--- config.mk ---
export PLATFORM = sky130hd
export DESIGN_NAME = mult_div_unit
export DESIGN_NICKNAME = d
export VERILOG_FILES = /design/src/rtl/cpu_pkg.sv /design/src/rtl/mult_div_unit_sign_fix.sv /design/src/rtl/mult_div_unit.sv
export SDC_FILE = /design/constraint.sdc
export NUM_CORES = 1
export LEC_CHECK = 0
export BUFFER_PORTS_ARGS = -buffer_cell sky130_fd_sc_hd__buf_2
export CAP_MARGIN = 40
export CORE_ASPECT_RATIO = 0.9
export CORE_MARGIN = 8
export CORE_UTILIZATION = 50
export DETAILED_ROUTE_END_ITERATION = 6
export PLACE_DENSITY = 0.72
export SYNTH_ARGS = -nofsm -noshare
export SYNTH_HDL_FRONTEND = slang
export SYNTH_HIERARCHICAL = 1
export SYNTH_SLANG_ARGS = --single-unit
--- constraint.sdc ---
create_clock -name clk -period 5 [get_ports clk]
set_clock_uncertainty 0.05 [all_clocks]
set_input_delay 1 -clock clk [delete_from_list [all_inputs] [get_ports clk]]
set_output_delay 1 -clock clk [all_outputs]
set_load 0.02 [all_outputs]
--- src/rtl/cpu_pkg.sv ---
// Shared CPU definitions: multiply/divide FSM encodings and datapath widths.
package cpu_pkg;
    localparam int DATA_WIDTH = 32;
    localparam int MD_CNT_W   = $clog2(DATA_WIDTH) + 1;

    typedef enum logic [1:0] {
        MD_IDLE   = 2'd0,
        MD_MULT   = 2'd1,
        MD_DIV    = 2'd2,
        MD_FINISH = 2'd3
    } md_state_e;
endpackage

--- src/rtl/mult_div_unit_sign_fix.sv ---
// Sign handling for signed division: operand magnitudes on entry and
// quotient/remainder negation on completion.
module md_sign_fix #(
    parameter int WIDTH = 32
) (
    input  logic [WIDTH-1:0] a_i,
    input  logic [WIDTH-1:0] b_i,
    input  logic [WIDTH-1:0] q_i,
    input  logic [WIDTH-1:0] r_i,
    input  logic             q_neg_i,
    input  logic             r_neg_i,
    output logic [WIDTH-1:0] a_abs_o,
    output logic [WIDTH-1:0] b_abs_o,
    output logic [WIDTH-1:0] q_o,
    output logic [WIDTH-1:0] r_o
);
    // Magnitudes are unsigned, so |-2^(W-1)| = 2^(W-1) is representable.
    assign a_abs_o = a_i[WIDTH-1] ? (~a_i + 1'b1) : a_i;
    assign b_abs_o = b_i[WIDTH-1] ? (~b_i + 1'b1) : b_i;
    assign q_o     = q_neg_i ? (~q_i + 1'b1) : q_i;
    assign r_o     = r_neg_i ? (~r_i + 1'b1) : r_i;
endmodule

--- src/rtl/mult_div_unit.sv ---
// Multicycle signed MULT (radix-2 Booth) / DIV (restoring) unit sharing one
// 2*WIDTH+1 shift register and one WIDTH+1 adder/subtractor.
module mult_div_unit
    import cpu_pkg::*;
#(
    parameter int WIDTH = DATA_WIDTH
) (
    input  logic             clk,
    input  logic             reset,
    input  logic             mult_start,
    input  logic             div_start,
    input  logic [WIDTH-1:0] a_in,
    input  logic [WIDTH-1:0] b_in,
    output logic             busy,
    output logic             done,
    output logic             div_zero,
    output logic [WIDTH-1:0] hi_out,
    output logic [WIDTH-1:0] lo_out
);
    localparam int CW = $clog2(WIDTH) + 1;

    md_state_e        state_q;
    logic [CW-1:0]    cnt_q;
    logic [2*WIDTH:0] acc_q;
    logic [WIDTH-1:0] opb_q;
    logic             is_div_q, q_neg_q, r_neg_q, dz_pend_q;
    logic             busy_q, done_q, div_zero_q;
    logic [WIDTH-1:0] hi_q, lo_q;

    logic [WIDTH:0]   add_x, add_y, add_s;
    logic             add_sub;
    logic [WIDTH-1:0] a_abs, b_abs, q_fix, r_fix;

    md_sign_fix #(.WIDTH(WIDTH)) u_sign_fix (
        .a_i     (a_in),
        .b_i     (b_in),
        .q_i     (acc_q[WIDTH-1:0]),
        .r_i     (acc_q[2*WIDTH-1:WIDTH]),
        .q_neg_i (q_neg_q),
        .r_neg_i (r_neg_q),
        .a_abs_o (a_abs),
        .b_abs_o (b_abs),
        .q_o     (q_fix),
        .r_o     (r_fix)
    );

    // MULT: P +/- M on Booth pair {Q0,q-1}, sign-extended so min*min cannot overflow.
    // DIV: trial subtract of divisor from the left-shifted partial remainder.
    always_comb begin
        add_x   = {acc_q[2*WIDTH], acc_q[2*WIDTH:WIDTH+1]};
        add_y   = (acc_q[1] ^ acc_q[0]) ? {opb_q[WIDTH-1], opb_q} : '0;
        add_sub = acc_q[1] & ~acc_q[0];
        if (state_q == MD_DIV) begin
            add_x   = {1'b0, acc_q[2*WIDTH-2:WIDTH-1]};
            add_y   = {1'b0, opb_q};
            add_sub = 1'b1;
        end
        add_s = add_sub ? (add_x - add_y) : (add_x + add_y);
    end

    always_ff @(posedge clk or negedge reset) begin
        if (!reset) begin
            state_q    <= MD_IDLE;
            cnt_q      <= '0;
            acc_q      <= '0;
            opb_q      <= '0;
            is_div_q   <= 1'b0;
            q_neg_q    <= 1'b0;
            r_neg_q    <= 1'b0;
            dz_pend_q  <= 1'b0;
            busy_q     <= 1'b0;
            done_q     <= 1'b0;
            div_zero_q <= 1'b0;
            hi_q       <= '0;
            lo_q       <= '0;
        end else begin
            done_q     <= 1'b0;
            div_zero_q <= 1'b0;
            case (state_q)
                MD_IDLE: begin
                    if (mult_start) begin
                        acc_q     <= {{WIDTH{1'b0}}, b_in, 1'b0};
                        opb_q     <= a_in;
                        is_div_q  <= 1'b0;
                        dz_pend_q <= 1'b0;
                        cnt_q     <= '0;
                        busy_q    <= 1'b1;
                        state_q   <= MD_MULT;
                    end else if (div_start) begin
                        is_div_q <= 1'b1;
                        q_neg_q  <= a_in[WIDTH-1] ^ b_in[WIDTH-1];
                        r_neg_q  <= a_in[WIDTH-1];
                        cnt_q    <= '0;
                        busy_q   <= 1'b1;
                        if (b_in == '0) begin
                            dz_pend_q <= 1'b1;
                            state_q   <= MD_FINISH;
                        end else begin
                            dz_pend_q <= 1'b0;
                            acc_q     <= {{(WIDTH+1){1'b0}}, a_abs};
                            opb_q     <= b_abs;
                            state_q   <= MD_DIV;
                        end
                    end
                end
                MD_MULT: begin
                    acc_q <= {add_s, acc_q[WIDTH:1]};
                    cnt_q <= cnt_q + 1'b1;
                    if (cnt_q == CW'(WIDTH - 1)) state_q <= MD_FINISH;
                end
                MD_DIV: begin
                    // Negative trial result means restore: keep the shifted remainder, quotient bit 0.
                    if (add_s[WIDTH])
                        acc_q <= {1'b0, acc_q[2*WIDTH-2:WIDTH-1], acc_q[WIDTH-2:0], 1'b0};
                    else
                        acc_q <= {1'b0, add_s[WIDTH-1:0], acc_q[WIDTH-2:0], 1'b1};
                    cnt_q <= cnt_q + 1'b1;
                    if (cnt_q == CW'(WIDTH - 1)) state_q <= MD_FINISH;
                end
                MD_FINISH: begin
                    busy_q     <= 1'b0;
                    done_q     <= 1'b1;
                    div_zero_q <= dz_pend_q;
                    if (!dz_pend_q) begin
                        if (is_div_q) begin
                            hi_q <= r_fix;
                            lo_q <= q_fix;
                        end else begin
                            hi_q <= acc_q[2*WIDTH:WIDTH+1];
                            lo_q <= acc_q[WIDTH:1];
                        end
                    end
                    cnt_q   <= '0;
                    state_q <= MD_IDLE;
                end
                default: state_q <= MD_IDLE;
            endcase
        end
    end

    assign busy     = busy_q;
    assign done     = done_q;
    assign div_zero = div_zero_q;
    assign hi_out   = hi_q;
    assign lo_out   = lo_q;
endmodule

==> After elaboration in Yosys (flattened, before gate mapping) <==
Index checks and enable logic that the tools add are counted.
{ "totals": {"reg_bits": 176, "inputBits": 68, "wordCells": 87} }
{ "classes": {"n_addsub": 7, "eq_ne": 8, "muxes": 36, "bitwise_logic": 10, "n_reduce_logical": 13} }
{ "ops": {"columns": ["op", "count"], "rows": [
  ["32-bit 2-to-1 mux", 9],
  ["65-bit 2-to-1 mux", 3],
  ["65-bit one-hot mux with 3 select lines", 1],
  ["33-bit 2-to-1 mux", 4],
  ["32-bit by 1-bit adder with 32-bit output (second input constant)", 4],
  ["32-bit inverter", 4],
  ["64-bit 2-to-1 mux", 1],
  ["33-bit adder", 1],
  ["33-bit subtractor", 1],
  ["32-bit zero test", 1],
  ["6-bit one-hot mux with 3 select lines", 1],
  ["6-bit 2-to-1 mux", 2],
  ["1-bit 2-to-1 mux", 10],
  ["3-bit AND reduction", 3],
  ["2-bit AND reduction", 4],
  ["6-bit by 1-bit adder with 6-bit output (second input constant)", 1],
  ["6-bit by 5-bit == test with 1-bit output (second input constant)", 1],
  ["2-bit 2-to-1 mux", 3],
  ["3-bit != test (second input constant)", 2],
  ["2-bit one-hot mux with 3 select lines", 1],
  ["2-bit == test (second input constant)", 2],
  ["2-bit nonzero test", 2],
  ["1-bit inverter", 3],
  ["3-bit nonzero test", 1],
  ["other kinds (8)", 9]
]} }

==> Longest topological paths before layout <==
Gate-level depths: netlist (run 1).
{ "logic_depth": {"word_depth": 7, "ltp_mapped": 25, "ltp_nobuf": 20} }

==> Hierarchy <==
The synthesis (run 1) kept the hierarchy.
{ "by_module_without_submodules": {"columns": ["mod", "instances", "cells_each", "area_each_um2", "seq_area_each_um2"], "rows": [
  ["mult_div_unit", 1, 1378, 12109.1, 4404.2],
  ["md_sign_fix", 1, 385, 2707.6, 0.0]
]} }

==> Least setup slack after synthesis (run 1) <==
Ideal clock, no wire load.
{ "synth_timing": {"path_type": "register to register", "from": "register acc_q[0]", "to": "register acc_q[57]", "arrival_ps": 4640, "required_time_ps": 4816, "slack_ps": 176, "path_stages_with_launch": 23, "n_path_buf": 4, "cell_sequence": "dfrtp_1 inv_1 ha_1 nor2b_1 clkbuf_1 a31oi_1 or2_2 a211oi_1 a21oi_1 xor2_1 nand2_1 ha_1 clkbuf_1 a21o_1 a21o_1 or2_1 a21oi_1 a211oi_2 o21ai_0 clkbuf_1 and2_4 buf_6 o211ai_2"} }
{ "synth_via": {"elab_chain_cells": 7, "elab_cells_between_ends": 11, "classes_between": "add/sub (2); mux (6); bitwise (3)"} }
{ "synth_lines": {"columns": ["element", "line", "rtl"], "rows": [
  ["start, declared", "mult_div_unit.sv:24", "logic [2*WIDTH:0] acc_q;"],
  ["start signal, assigned", "mult_div_unit.sv:82", "acc_q <= {{WIDTH{1'b0}}, b_in, 1'b0};"],
  ["start signal, assigned", "mult_div_unit.sv:100", "acc_q <= {{(WIDTH+1){1'b0}}, a_abs};"],
  ["start signal, assigned", "mult_div_unit.sv:107", "acc_q <= {add_s, acc_q[WIDTH:1]};"],
  ["1-bit bitwise XOR", "mult_div_unit.sv:51", "add_y = (acc_q[1] ^ acc_q[0]) ? {opb_q[WIDTH-1], opb_q} : '0;"],
  ["33-bit 2-to-1 mux", "mult_div_unit.sv:51", null],
  ["33-bit 2-to-1 mux", "mult_div_unit.sv:53", "if (state_q == MD_DIV) begin"],
  ["33-bit adder or 33-bit subtractor (tied branches)", "mult_div_unit.sv:58", "add_s = add_sub ? (add_x - add_y) : (add_x + add_y);"],
  ["33-bit 2-to-1 mux *", "mult_div_unit.sv:58", null],
  ["64-bit 2-to-1 mux", "mult_div_unit.sv:113", "if (add_s[WIDTH])"],
  ["65-bit one-hot mux with 3 select lines *", "mult_div_unit.sv:79", "case (state_q)"]
]} }
Mark *: on every way between the ends. The rest lies on a longest branch, timed or not.
A chain may end at the register's enable or synchronous reset.

==> Final worst setup path (run 1) <==
{ "layout_timing": {"from": "register state_q[0]", "to": "register acc_q[32]"} }
{ "layout_via": {"elab_chain_cells": 6, "elab_cells_between_ends": 15, "classes_between": "add/sub (2); eq/ne (4); mux (6); reduce/logical (3)"} }
{ "layout_lines": {"columns": ["element", "line", "rtl"], "rows": [
  ["start, declared", "mult_div_unit.sv:22", "md_state_e state_q;"],
  ["start signal, assigned", "mult_div_unit.sv:63", "state_q <= MD_IDLE;"],
  ["start signal, assigned", "mult_div_unit.sv:88", "state_q <= MD_MULT;"],
  ["start signal, assigned", "mult_div_unit.sv:97", "state_q <= MD_FINISH;"],
  ["2-bit == test", "mult_div_unit.sv:53, mult_div_unit.sv:79", null],
  ["33-bit 2-to-1 mux", "mult_div_unit.sv:53", null],
  ["33-bit adder or 33-bit subtractor (tied branches)", "mult_div_unit.sv:58", null],
  ["33-bit 2-to-1 mux", "mult_div_unit.sv:58", null],
  ["64-bit 2-to-1 mux", "mult_div_unit.sv:113", null],
  ["65-bit one-hot mux with 3 select lines", "mult_div_unit.sv:79", null],
  ["end signal, assigned", "mult_div_unit.sv:82", null],
  ["end signal, assigned", "mult_div_unit.sv:114", "acc_q <= {1'b0, acc_q[2*WIDTH-2:WIDTH-1], acc_q[WIDTH-2:0], 1'b0};"],
  ["end signal, assigned", "mult_div_unit.sv:116", "acc_q <= {1'b0, add_s[WIDTH-1:0], acc_q[WIDTH-2:0], 1'b1};"]
]} }
Parallel ways exist; a longest one is shown, timed or not.

==> impl_summary.md, run 1 <==
Die
The core area is 29000 um2. The die width is 197 um. The area of the die is 35400 um2. From bottom edge to top edge, the die measures 179 um. For this configuration, the core starts out at a cell density of 0.511. The floorplan has 59 rows. The number of placed I/O pins is 135.

Synth
The number of synthesized flops with an enable pin is 0. After synthesis, the netlist uses 77 different library cells. The synthesized flop and latch total is 176. The top flip-flop cell by instance count after synthesis is sky130_fd_sc_hd__dfrtp_1.

Counting instances in the post-synthesis netlist gives the leading cell types as 244 x sky130_fd_sc_hd__nand2_1, 176 x sky130_fd_sc_hd__dfrtp_1, 165 x sky130_fd_sc_hd__o21ai_0. By area the synthesized netlist is led by sky130_fd_sc_hd__dfrtp_1 30%, sky130_fd_sc_hd__xnor2_1 8.5%, sky130_fd_sc_hd__mux2i_1 6.7%. The number of nets in the synthesized netlist is 1875. The leading area contributor after synthesis is sky130_fd_sc_hd__dfrtp_1. The most frequent cell after synthesis is sky130_fd_sc_hd__nand2_1. Summing every instance area after synthesis gives 14800 um2. After synthesis, the share of flip-flops with an asynchronous set or reset is 1.00. The share of the Yosys chip area taken by registers is 0.297. The Yosys step of the flow raised 6 warnings. The mean cell area of the mapped netlist is 8.40 um2.

The number of cells produced by synthesis is 1763. The share of synthesized area in the top cell type comes to 0.297.

GRT
The met3 global-route usage is 0.0388. In the global route stage, met1 resource usage came out at 0.350. The first global-routing pass estimated 69000 um of wire.

The aggregate global-route resource usage is 0.240. The via count of the first global-routing pass is 12700. The met2 track demand over resource in global routing is 0.369. The largest net degree at the start of global routing is 117. In this run the most used layer during global routing was met2. The overall overflow remaining after global route is 0. The initial antenna violation count came to 0.

Final layout
In the final layout, the share of cells above drive strength 1 is 0.156. After filler insertion, the fill cell instance count of the layout stands at 2682. At the end of the flow, the number of nets in the layout was 1948. The core utilization of the finished layout is 0.571. The multi-input combinational cells in the finished layout cover a total of 9860 um2. The relative area change from synthesis to final layout is 11.7%.

After routing the design area is 16600 um2. The sequential cell area is 4410 um2. 0 antenna diodes ended up in the layout.

STA
The clock period could shrink to 4.76 ns. The total negative setup slack is 0 ns. The final critical-path setup slack is 0.236 ns. The hold violation total from the final report is 0. Timing would allow up to 0.210 GHz. Of the available clock period, the critical path in the final layout requires 0.953. The measured slew at the worst slew-check pin is 0.900 ns. Setup violations remaining at the end of the flow were counted as 0.

Measured against its own limit, the worst slew margin works out to 0.400. The number of slew-limit violations in the final report is 0.

Clock network
The number of hold buffers added after CTS is 0. The TritonCTS sink count is 176. The H-tree was split into 4 levels. The library cell used as clock root buffer is sky130_fd_sc_hd__clkbuf_16. Clock tree synthesis inserted a total of 17 buffers. The clock passes through at most 2 buffers. The TritonCTS clock tree is done. The clock latency reported for the late side of the worst-skew pair is 0.44 ns.

The clock slew at the register clock pins of the worst setup and hold paths is 0.07 ns.

Critical path
The startpoint type of the worst setup path is a flop. The slowest cell on the critical path is sky130_fd_sc_hd__a211oi_1. Of all nets on the critical path, the largest fanout is 11. Traced cell by cell, the critical path runs through inv_1 > ha_2 > nand2b_2 > nand2_1 > ha_1 > o21ai_2 > o21ai_0 > nand2_1 > buf_4 > o211ai_1 > ha_1 > o211a_1 > a211oi_1 > a211oi_2 > o21ai_1 > a211oi_2 > buf_4 > or3_4 > buf_4 > and3_1 > o31ai_1. The type of element capturing the critical path is a flop. At the worst endpoint, the arrival time is 5.05 ns. The type of the worst setup path is reg2reg. The library cell appearing most often on the critical path is sky130_fd_sc_hd__buf_4. The delay of the slowest cell on the worst path is 0.45 ns. At the worst endpoint, the required time is 5.28 ns.

Run status
The run finished with clean final reports.

Drt
The post-route antenna net violation count is 0. The wire length after detailed routing is 43500 um. In the final routed layout, each cell accounts on average for 19.4 um. Detailed routing inserted a total of 14100 vias.

For this run, design rule violations remaining after detail routing come to 0. Using the TritonRoute via totals, the vias-per-cell ratio works out to 6.26. The iteration-0 DRC count of the detailed router is 1276. The number of detailed-route iterations in the first pass is 5.

Placement
The number of buffers added on ports is 134. The area after detailed placement is 15900 um2. The setup slack after placement is 0.0270 ns. Detailed placement finished with a half-perimeter wire length of 32900 um. The weighted congestion reported at the end of routability-driven placement is 0.989.

Run
The tool flagged a number of max-cap violations equal to 0.

Worst hold path
The class of the tightest hold or removal check is reg2reg.
critical path: cells and delay by family, from the launching register on:
kind                     cells  cell delay, ns
AO/OA/AOI/OAI                9            1.72
adder cells (fa/ha/maj)      3            0.83
buffers and inverters        4            0.62
flip-flops                   1            0.40
AND/OR/NAND/NOR              5            1.04
state kept, by name, summed over array words and instances (netlist names):
name / cells
q_neg_q: 1
acc_q: 65
dz_pend_q: 1
done: 1
hi_out: 32
r_neg_q: 1
opb_q: 32
div_zero: 1
cnt_q: 6
lo_out: 32
busy: 1
is_div_q: 1
state_q: 2
cell families after synthesis:
logic type	Yosys count	share of synthesized area
xor gates and xnor gates	162	0.0958
DFF	176	0.297
and+or+nand+nor	570	0.191
buffers and inverters	149	0.0416
adders and majority gates	44	0.0377
AOI/OAI and AO/OA	530	0.245
muxes	132	0.0920
repair_timing:
| action | CTS | global route |
|---|---|---|
| pin swaps | 0 | 2 |
| gates cloned | 0 | 0 |
| resized for setup | 1 | 11 |
| setup buffers | 0 | 2 |
| endpoints found under the setup margin | 7 | 34 |
layout make-up:
type,count,area share
clock buffers,17,0.0257
repair buffers,174,0.0658
clock inverters,15,0.0103
flip-flops and latches,176,0.266
inverters,29,0.00657
well taps,396,0.0299
multi-input cells,1438,0.595
stage by stage:
stage          hold slack, ns  cells
3_5_place_dp            0.415   2211
2_1_floorplan           0.422   1763
4_1_cts                 0.432   2243
3_3_place_gp            0.405   2206
6_report                0.424   2245
5_1_grt                 0.443   2245
layout by cell type (no fill, tap or decap), types with 15 or more instances in the layout:
cell type | synthesis | final
sky130_fd_sc_hd__o31ai_1 | 78 | 78
sky130_fd_sc_hd__inv_1 | 29 | 29
sky130_fd_sc_hd__mux2i_1 | 99 | 99
sky130_fd_sc_hd__a221o_1 | 19 | 19
sky130_fd_sc_hd__nand2b_1 | 18 | 16
sky130_fd_sc_hd__a21o_1 | 15 | 15
sky130_fd_sc_hd__nand2_1 | 244 | 244
sky130_fd_sc_hd__xor2_1 | 18 | 18
sky130_fd_sc_hd__o21ai_0 | 165 | 162
sky130_fd_sc_hd__nor3_1 | 35 | 32
sky130_fd_sc_hd__ha_1 | 43 | 42
sky130_fd_sc_hd__buf_2 | 7 | 132
sky130_fd_sc_hd__nor2b_1 | 42 | 41
sky130_fd_sc_hd__mux2_2 | 33 | 33
sky130_fd_sc_hd__o41ai_1 | 27 | 27
sky130_fd_sc_hd__nor4_1 | 24 | 24
sky130_fd_sc_hd__and2_1 | 23 | 23
sky130_fd_sc_hd__nand4_1 | 19 | 19
sky130_fd_sc_hd__clkbuf_16 | 0 | 17
sky130_fd_sc_hd__dfrtp_1 | 176 | 175
sky130_fd_sc_hd__a221oi_1 | 32 | 32
sky130_fd_sc_hd__a21oi_1 | 72 | 72
sky130_fd_sc_hd__nor2_1 | 55 | 54
sky130_fd_sc_hd__nand3_1 | 40 | 40
sky130_fd_sc_hd__xnor2_1 | 144 | 144
sky130_fd_sc_hd__a211oi_1 | 38 | 37
sky130_fd_sc_hd__buf_4 | 7 | 34
final timing paths:
| path | from | to | slack, ns | depth (start not counted) |
|---|---|---|---|---|
| worst max-delay path | state_q[0] | acc_q[32] | 0.24 | 21 |
| worst min-delay path | hi_out[4] | hi_out[4] | 0.42 | 2 |
| max in group asynchronous | reset | is_div_q | 3.33 | 2 |
| min in group asynchronous | reset | opb_q[27] | 0.50 | 1 |
| worst max register to register | state_q[0] | acc_q[32] | 0.24 | 21 |
| worst min register to register | hi_out[4] | hi_out[4] | 0.42 | 2 |
layer usage:
metal,vias to the layer above,part of all wire
met3,51,0.080
li1,6670,-
met5,-,0
met1,6761,0.47
met4,0,0.015
met2,569,0.44
Power of run 1 is not shown: default switching activity piles up to over one toggle a cycle in this logic, so the estimate is an artifact.
==> inputs of run 2 (changes only) <==
==> constraint.sdc (replaced) <==
create_clock -name clk -period 5 [get_ports clk]
set_clock_uncertainty 0.05 [all_clocks]
set_input_delay 1.25 -clock clk [delete_from_list [all_inputs] [get_ports clk]]
set_output_delay 1.25 -clock clk [all_outputs]
set_load 0.02 [all_outputs]
==> impl_summary.md, run 2 (synthesis results as in run 1) <==
Run status
The flow ran to the end, and the final reports show no timing, DRC or antenna violations.

Final layout
After the last flow step, the layout net total stands at 1953. The share of cells above drive strength 1 is 0.161. The register with the most flip-flops in the layout has 65 of them. Leaving out fill and tap cells, the most frequent cells in the layout are 244 x sky130_fd_sc_hd__nand2_1, 175 x sky130_fd_sc_hd__dfrtp_1, 162 x sky130_fd_sc_hd__o21ai_0, 144 x sky130_fd_sc_hd__xnor2_1, 132 x sky130_fd_sc_hd__buf_2. The number of inserted filler cells in the final layout is 2624.

Summing all non-filler instances in the final layout gives an area of 16600 um2. The library cell used most frequently in the layout, excluding fill and tap cells, is sky130_fd_sc_hd__nand2_1. Relative to the synthesized area, the layout overhead comes to 12.3%. The post-route non-filler standard cell count is 2251. The most flop-heavy register is acc_q. Summing all flip-flop and latch instances after layout gives 4410 um2. The footprint of the multi-input gates is 9890 um2.

STA
The number of slew-limit violations in the final report came to 0. Of the available clock period, the critical path in the final layout requires 0.945. The hold violation total from the final report came to 0. The headroom to the max-slew limit is 0.398. Static timing analysis puts the maximum clock frequency at 0.212 GHz. The number of setup violations in the final report is 0. The clock period minus final worst setup slack is 4.72 ns.

The total negative setup slack is 0 ns. For the pin with the worst max-slew slack, the measured transition is 0.903 ns. The tightest hold path in the finished design has a slack of 0.424 ns.

Drt
The number of detailed-route iterations in the first pass is 5. The per-cell routed wire length is 19.2 um. For this run, design rule violations remaining after detail routing come to 0. For this block, the routed nets add up to 43200 um of wire.

Summing over every cut layer, the via total after detailed routing is 13900. The via density per instance is 6.20. The count of nets left with antenna violations once routing finished came out at 0. The first routing iteration left 1223 violations.

Critical path
The start point of the critical path is opb_q[7]. The required arrival time at the worst endpoint is 5.26 ns. The reg2reg setup slack is 0.28 ns. The type of the worst setup path is reg2reg. STA classifies the critical path startpoint as a flop. The largest fanout on the critical path is 19. For the worst flop-to-flop path, the logic depth is 19. The reg-to-reg critical path startpoint is opb_q[7].

The type of element capturing the critical path is a flop. The worst register-to-register path ends at acc_q[35]. In this run the worst setup path terminates at acc_q[35]. For the worst setup path, the data arrival time is 4.98 ns.

Die
The area of the die is 35400 um2. The count of standard-cell rows is 59. From left edge to right edge, the die measures 197 um. For this configuration, the core starts out at a cell density of 0.511. The core area is 29000 um2.

The number of placed I/O pins is 135. The floorplan step set the die height to 179 um.

GRT
The layer carrying the most global-route usage is met2. The aggregate global-route resource usage is 0.239. The via count of the first global-routing pass is 12800. The met1 demand-to-capacity share in global routing is 0.344. The overall overflow remaining after global route is 0. The first-pass GRT wire length is 69000 um.

The initial antenna violation count is 1. The met3 global-route usage is 0.0522. The largest net degree at the start of global routing is 92. The met2 track demand over resource in global routing is 0.360.

Clock network
The clock reaches the later pin of the worst-skew pair after 0.43 ns. The total CTS buffers is 17. The library cell used as clock root buffer is sky130_fd_sc_hd__clkbuf_16.

The TritonCTS sink count is 176. The TritonCTS clock tree is done. Clock-pin slew was measured on the worst setup and hold paths at 0.07 ns. The longest clock path from root to sink contains 2 buffers.

In this run the number of H-tree levels came out at 4.

Worst hold path
The worst hold path belongs to the class reg2reg. In this run the most critical hold path is launched from lo_out[25].

Placement
Buffers placed on the I/O ports in this run total 134. The number of instances in the placed design is 2216. At the end of routability-driven placement, the weighted congestion stood at 1.02.

Summing all placed instances gives a cell area of 15900 um2. The wire-length estimate of the detail-placed layout is 32900 um.

Run
The max-capacitance violation count is 0.
run 2: cell count changes in the layout (fill, tap and decap cells not counted), sizes merged:
| cell | delta |
|---|---|
| bufinv | +1 |
| clkinv | -3 |
| buf | +5 |
| clkbuf | +2 |
| diode | +1 |
run 2: timing repair:
action	CTS	global route
pin swaps	1	2
setup endpoints to repair	17	34
resized for setup	1	19
cloned	0	0
hold buffers	0	0
buffers inserted	1	1
run 2: metal layers:
metal  up-vias  routed length, um  share of wire
li1       6702                  -              -
met1      6680              20200           0.47
met2       508              18700           0.43
met3        57               3490          0.081
met4         2                729          0.017
met5         -                 12        0.00028
run 2: worst min path at each step:
stage | endpoint | slack, ns | depth (start not counted)
2_1_floorplan | div_zero | 0.42 | 1
3_3_place_gp | lo_out[25] | 0.40 | 2
3_5_place_dp | lo_out[15] | 0.41 | 2
4_1_cts | hi_out[1] | 0.43 | 2
5_1_grt | hi_out[2] | 0.45 | 2
6_report | lo_out[25] | 0.42 | 2
run 2: layout make-up:
cell class	count	area share
diodes	1	0.000150
clock buffers	19	0.0266
clock inverters	13	0.0101
inverters	29	0.00654
multi-input cells	1438	0.595
flip-flops and latches	176	0.265
well taps	396	0.0298
repair buffers	179	0.0672
run 2: per-stage QoR:
stage	utilization	setup slack (ns)
floorplan	-	0.176
global route	0.573	-0.0260
finish	0.573	0.275
CTS	0.570	0.0613
global placement	0.545	0.120
detailed placement	0.549	0.0123
run 2: critical path, stage by stage (launching register included):
cell and delay, ns:
sky130_fd_sc_hd__dfrtp_1 0.42, sky130_fd_sc_hd__or3_4 0.44, sky130_fd_sc_hd__nor3_2 0.20, sky130_fd_sc_hd__a31oi_1 0.16
sky130_fd_sc_hd__or2_2 0.37, sky130_fd_sc_hd__a211oi_2 0.34, sky130_fd_sc_hd__a21oi_1 0.13, sky130_fd_sc_hd__xor2_1 0.14
sky130_fd_sc_hd__nand2_1 0.07, sky130_fd_sc_hd__ha_1 0.30, sky130_fd_sc_hd__a21o_1 0.17, sky130_fd_sc_hd__a21o_1 0.23
sky130_fd_sc_hd__or2_1 0.26, sky130_fd_sc_hd__a21oi_1 0.15, sky130_fd_sc_hd__a211oi_2 0.08, sky130_fd_sc_hd__buf_4 0.16
sky130_fd_sc_hd__o21ai_1 0.29, sky130_fd_sc_hd__buf_6 0.23, sky130_fd_sc_hd__and2_4 0.28, sky130_fd_sc_hd__o211ai_1 0.12
Power of run 2 is left out for the same reason.
==> inputs of run 3 (changes only) <==
--- a/config.mk
+++ b/config.mk
@@ -9,10 +9,10 @@
 export CAP_MARGIN = 40
 export CORE_ASPECT_RATIO = 0.9
 export CORE_MARGIN = 8
-export CORE_UTILIZATION = 50
+export CORE_UTILIZATION = 23
 export DETAILED_ROUTE_END_ITERATION = 6
-export PLACE_DENSITY = 0.72
 export SYNTH_ARGS = -nofsm -noshare
 export SYNTH_HDL_FRONTEND = slang
 export SYNTH_HIERARCHICAL = 1
 export SYNTH_SLANG_ARGS = --single-unit
+export TNS_END_PERCENT = 5
==> impl_summary.md, run 3 (synthesis results as in run 1) <==
Critical path
The arrival time of the worst setup path is 5.03 ns. The worst register-to-register path begins at state_q[0]. The type of element capturing the critical path is a flop. The delay of the slowest cell on the worst path is 0.53 ns. The type of the worst setup path is reg2reg. Among all stages on the critical path, the largest delay is contributed by sky130_fd_sc_hd__or4_1. For the worst setup path, the data required time is 5.27 ns. Of all nets on the critical path, the largest fanout is 19. Walking the worst path, the cells encountered are inv_1 > ha_2 > nand2b_2 > nand2_1 > ha_2 > o21a_1 > and2_1 > nor2_1 > nand3_1 > o211ai_1 > ha_1 > nand2_1 > or4_1 > a211oi_2 > o21ai_1 > a211oi_2 > buf_4 > or3_4 > buf_4 > and2_4 > o211ai_1. Tracing the worst setup path back leads to its startpoint at state_q[0]. The startpoint type of the worst setup path is a flop.

Clock network
The library cell used as clock root buffer is sky130_fd_sc_hd__clkbuf_16. At the later pin of the worst-skew pair, clock insertion delay measures 0.46 ns. The TritonCTS sink count is 176. The TritonCTS clock tree is done. The total CTS buffers is 17.

The maximum count of clock buffers along a single path is 2. The clock slew at the register clock pins of the worst setup and hold paths is 0.06 ns. The maximum level of the CTS H-tree is 4.

Die
The starting utilization of the core area is 0.232. The floorplan has 88 rows. The floorplan step defined a core boundary enclosing 64000 um2. From bottom edge to top edge, the die measures 257 um. The die width is 284 um. The area of the die is 72800 um2. The number of placed I/O pins is 135.

STA
The smallest clock period supported by the final layout is computed as 4.76 ns. Setup violations remaining at the end of the flow were counted as 0. The worst pin sits at a relative slew slack of 0.509. The number of slew-limit violations in the final report came to 0. The final worst-path cycle share is 0.951. In the final timing run, aggregate negative setup slack is 0 ns. The maximum operating frequency is 0.210 GHz. The measured slew at the worst slew-check pin is 0.730 ns. The hold violation total from the final report is 0.

Final layout
With fillers left out, the area of the finished cells amounts to 17200 um2. Ranked by flip-flop count, first place goes to acc_q. For this run, the post-layout net count is 1963.

The register with the most flip-flops in the layout has 65 of them. For this run, the share of the core covered by cells in the final layout is 0.269. For this run, the number of standard cells in the final layout without fillers is 2719. The area growth from synthesis to layout is 16.2%. The leading cell type in the layout, fill and taps excluded is sky130_fd_sc_hd__nand2_1.

In the layout the commonest cells are 244 x sky130_fd_sc_hd__nand2_1, 175 x sky130_fd_sc_hd__dfrtp_1, 163 x sky130_fd_sc_hd__o21ai_0, 144 x sky130_fd_sc_hd__xnor2_1, 132 x sky130_fd_sc_hd__buf_2. The share of cells above drive strength 1 is 0.162. The number of inserted filler cells in the final layout is 6866.

0 antenna diodes ended up in the layout.

GRT
Entering global routing, the biggest net connects 73 pins. The aggregate global-route resource usage is 0.127. The overall overflow remaining after global route is 0. The first global-routing pass estimated 75500 um of wire. The via count of the first global-routing pass came to 12800. The initial antenna violation count came to 4.

Drt
The vias after detailed routing is 13800. The detail route stage leaves a number of antenna-violating nets equal to 0. The number of detailed-route iterations in the first pass is 5. For this block, the routed nets add up to 47900 um of wire. The iteration-0 DRC count of the detailed router is 1215. After detailed routing, the average wire length per cell comes to 17.6 um. The via density per instance is 5.06. The count of unresolved DRC violations after routing is 0.

Worst hold path
The worst hold path belongs to the class reg2reg. The startpoint of the worst hold path is hi_out[27].

Placement
In this run, placement finished with an instance count of 2683. The weighted congestion reported at the end of routability-driven placement is 0.945. Detailed placement ended at an HPWL of 37200 um. Summing all placed instances gives a cell area of 16500 um2. Port buffering added 134 buffers.

Run status
The flow ran to the end, and the final reports show no timing, DRC or antenna violations.

Run
Max-cap violations in this run came to 0.
run 3: cell count changes in the layout (fill, tap and decap cells not counted), moves of 2 or more:
cell                       previous run  this run
sky130_fd_sc_hd__buf_16               2         0
sky130_fd_sc_hd__buf_4               38        50
sky130_fd_sc_hd__buf_8                1         3
sky130_fd_sc_hd__clkinv_4             0         5
sky130_fd_sc_hd__ha_1                39        41
sky130_fd_sc_hd__inv_8                4         0
run 3: worst paths after layout:
kind,end,slack [ns],depth (start not counted)
max,acc_q[35],0.24,21
min,hi_out[27],0.42,2
max reg2reg,acc_q[35],0.24,21
min reg2reg,hi_out[27],0.42,2
max in group asynchronous,cnt_q[3],3.19,2
min in group asynchronous,opb_q[10],0.72,1
run 3: final cells by class:
cell class	count	area, um2	area share
inverter	29	109	0.00632
multi-input combinational	1438	9860	0.573
sequential	176	4410	0.256
clock buffer	19	443	0.0257
clock inverter	13	176	0.0102
timing repair buffer	189	1150	0.0669
tap	855	1070	0.0621
run 3: worst max-delay path: cells and delay by family, from the launching register on:
| family | cells | cell delay, ns |
|---|---|---|
| AO/OA/AOI/OAI | 6 | 1.06 |
| buffers and inverters | 3 | 0.46 |
| AND/OR/NAND/NOR | 9 | 1.79 |
| flip-flops | 1 | 0.37 |
| adder cells (fa/ha/maj) | 3 | 0.89 |
run 3: layer usage:
| layer | vias up | global-route usage | share of wire |
|---|---|---|---|
| met4 | 6 | 0.0362 | 0.022 |
| met1 | 6604 | 0.177 | 0.47 |
| li1 | 6721 | - | - |
| met2 | 373 | 0.201 | 0.45 |
| met5 | - | 0 | 0.00083 |
| met3 | 59 | 0.0193 | 0.051 |
run 3: timing repair:
action                     CTS  global route
resized for setup            0            10
hold buffers                 0             0
buffers inserted             0             4
setup endpoints to repair    0            34
run 3: stage by stage:
stage / hold WS, ns / worst slack (ns)
2_1_floorplan: 0.422 / 0.176
3_3_place_gp: 0.409 / 0.214
3_5_place_dp: 0.415 / 0.138
4_1_cts: 0.430 / 0.120
5_1_grt: 0.444 / -0.00357
6_report: 0.423 / 0.245
Power of run 3 is left out for the same reason.
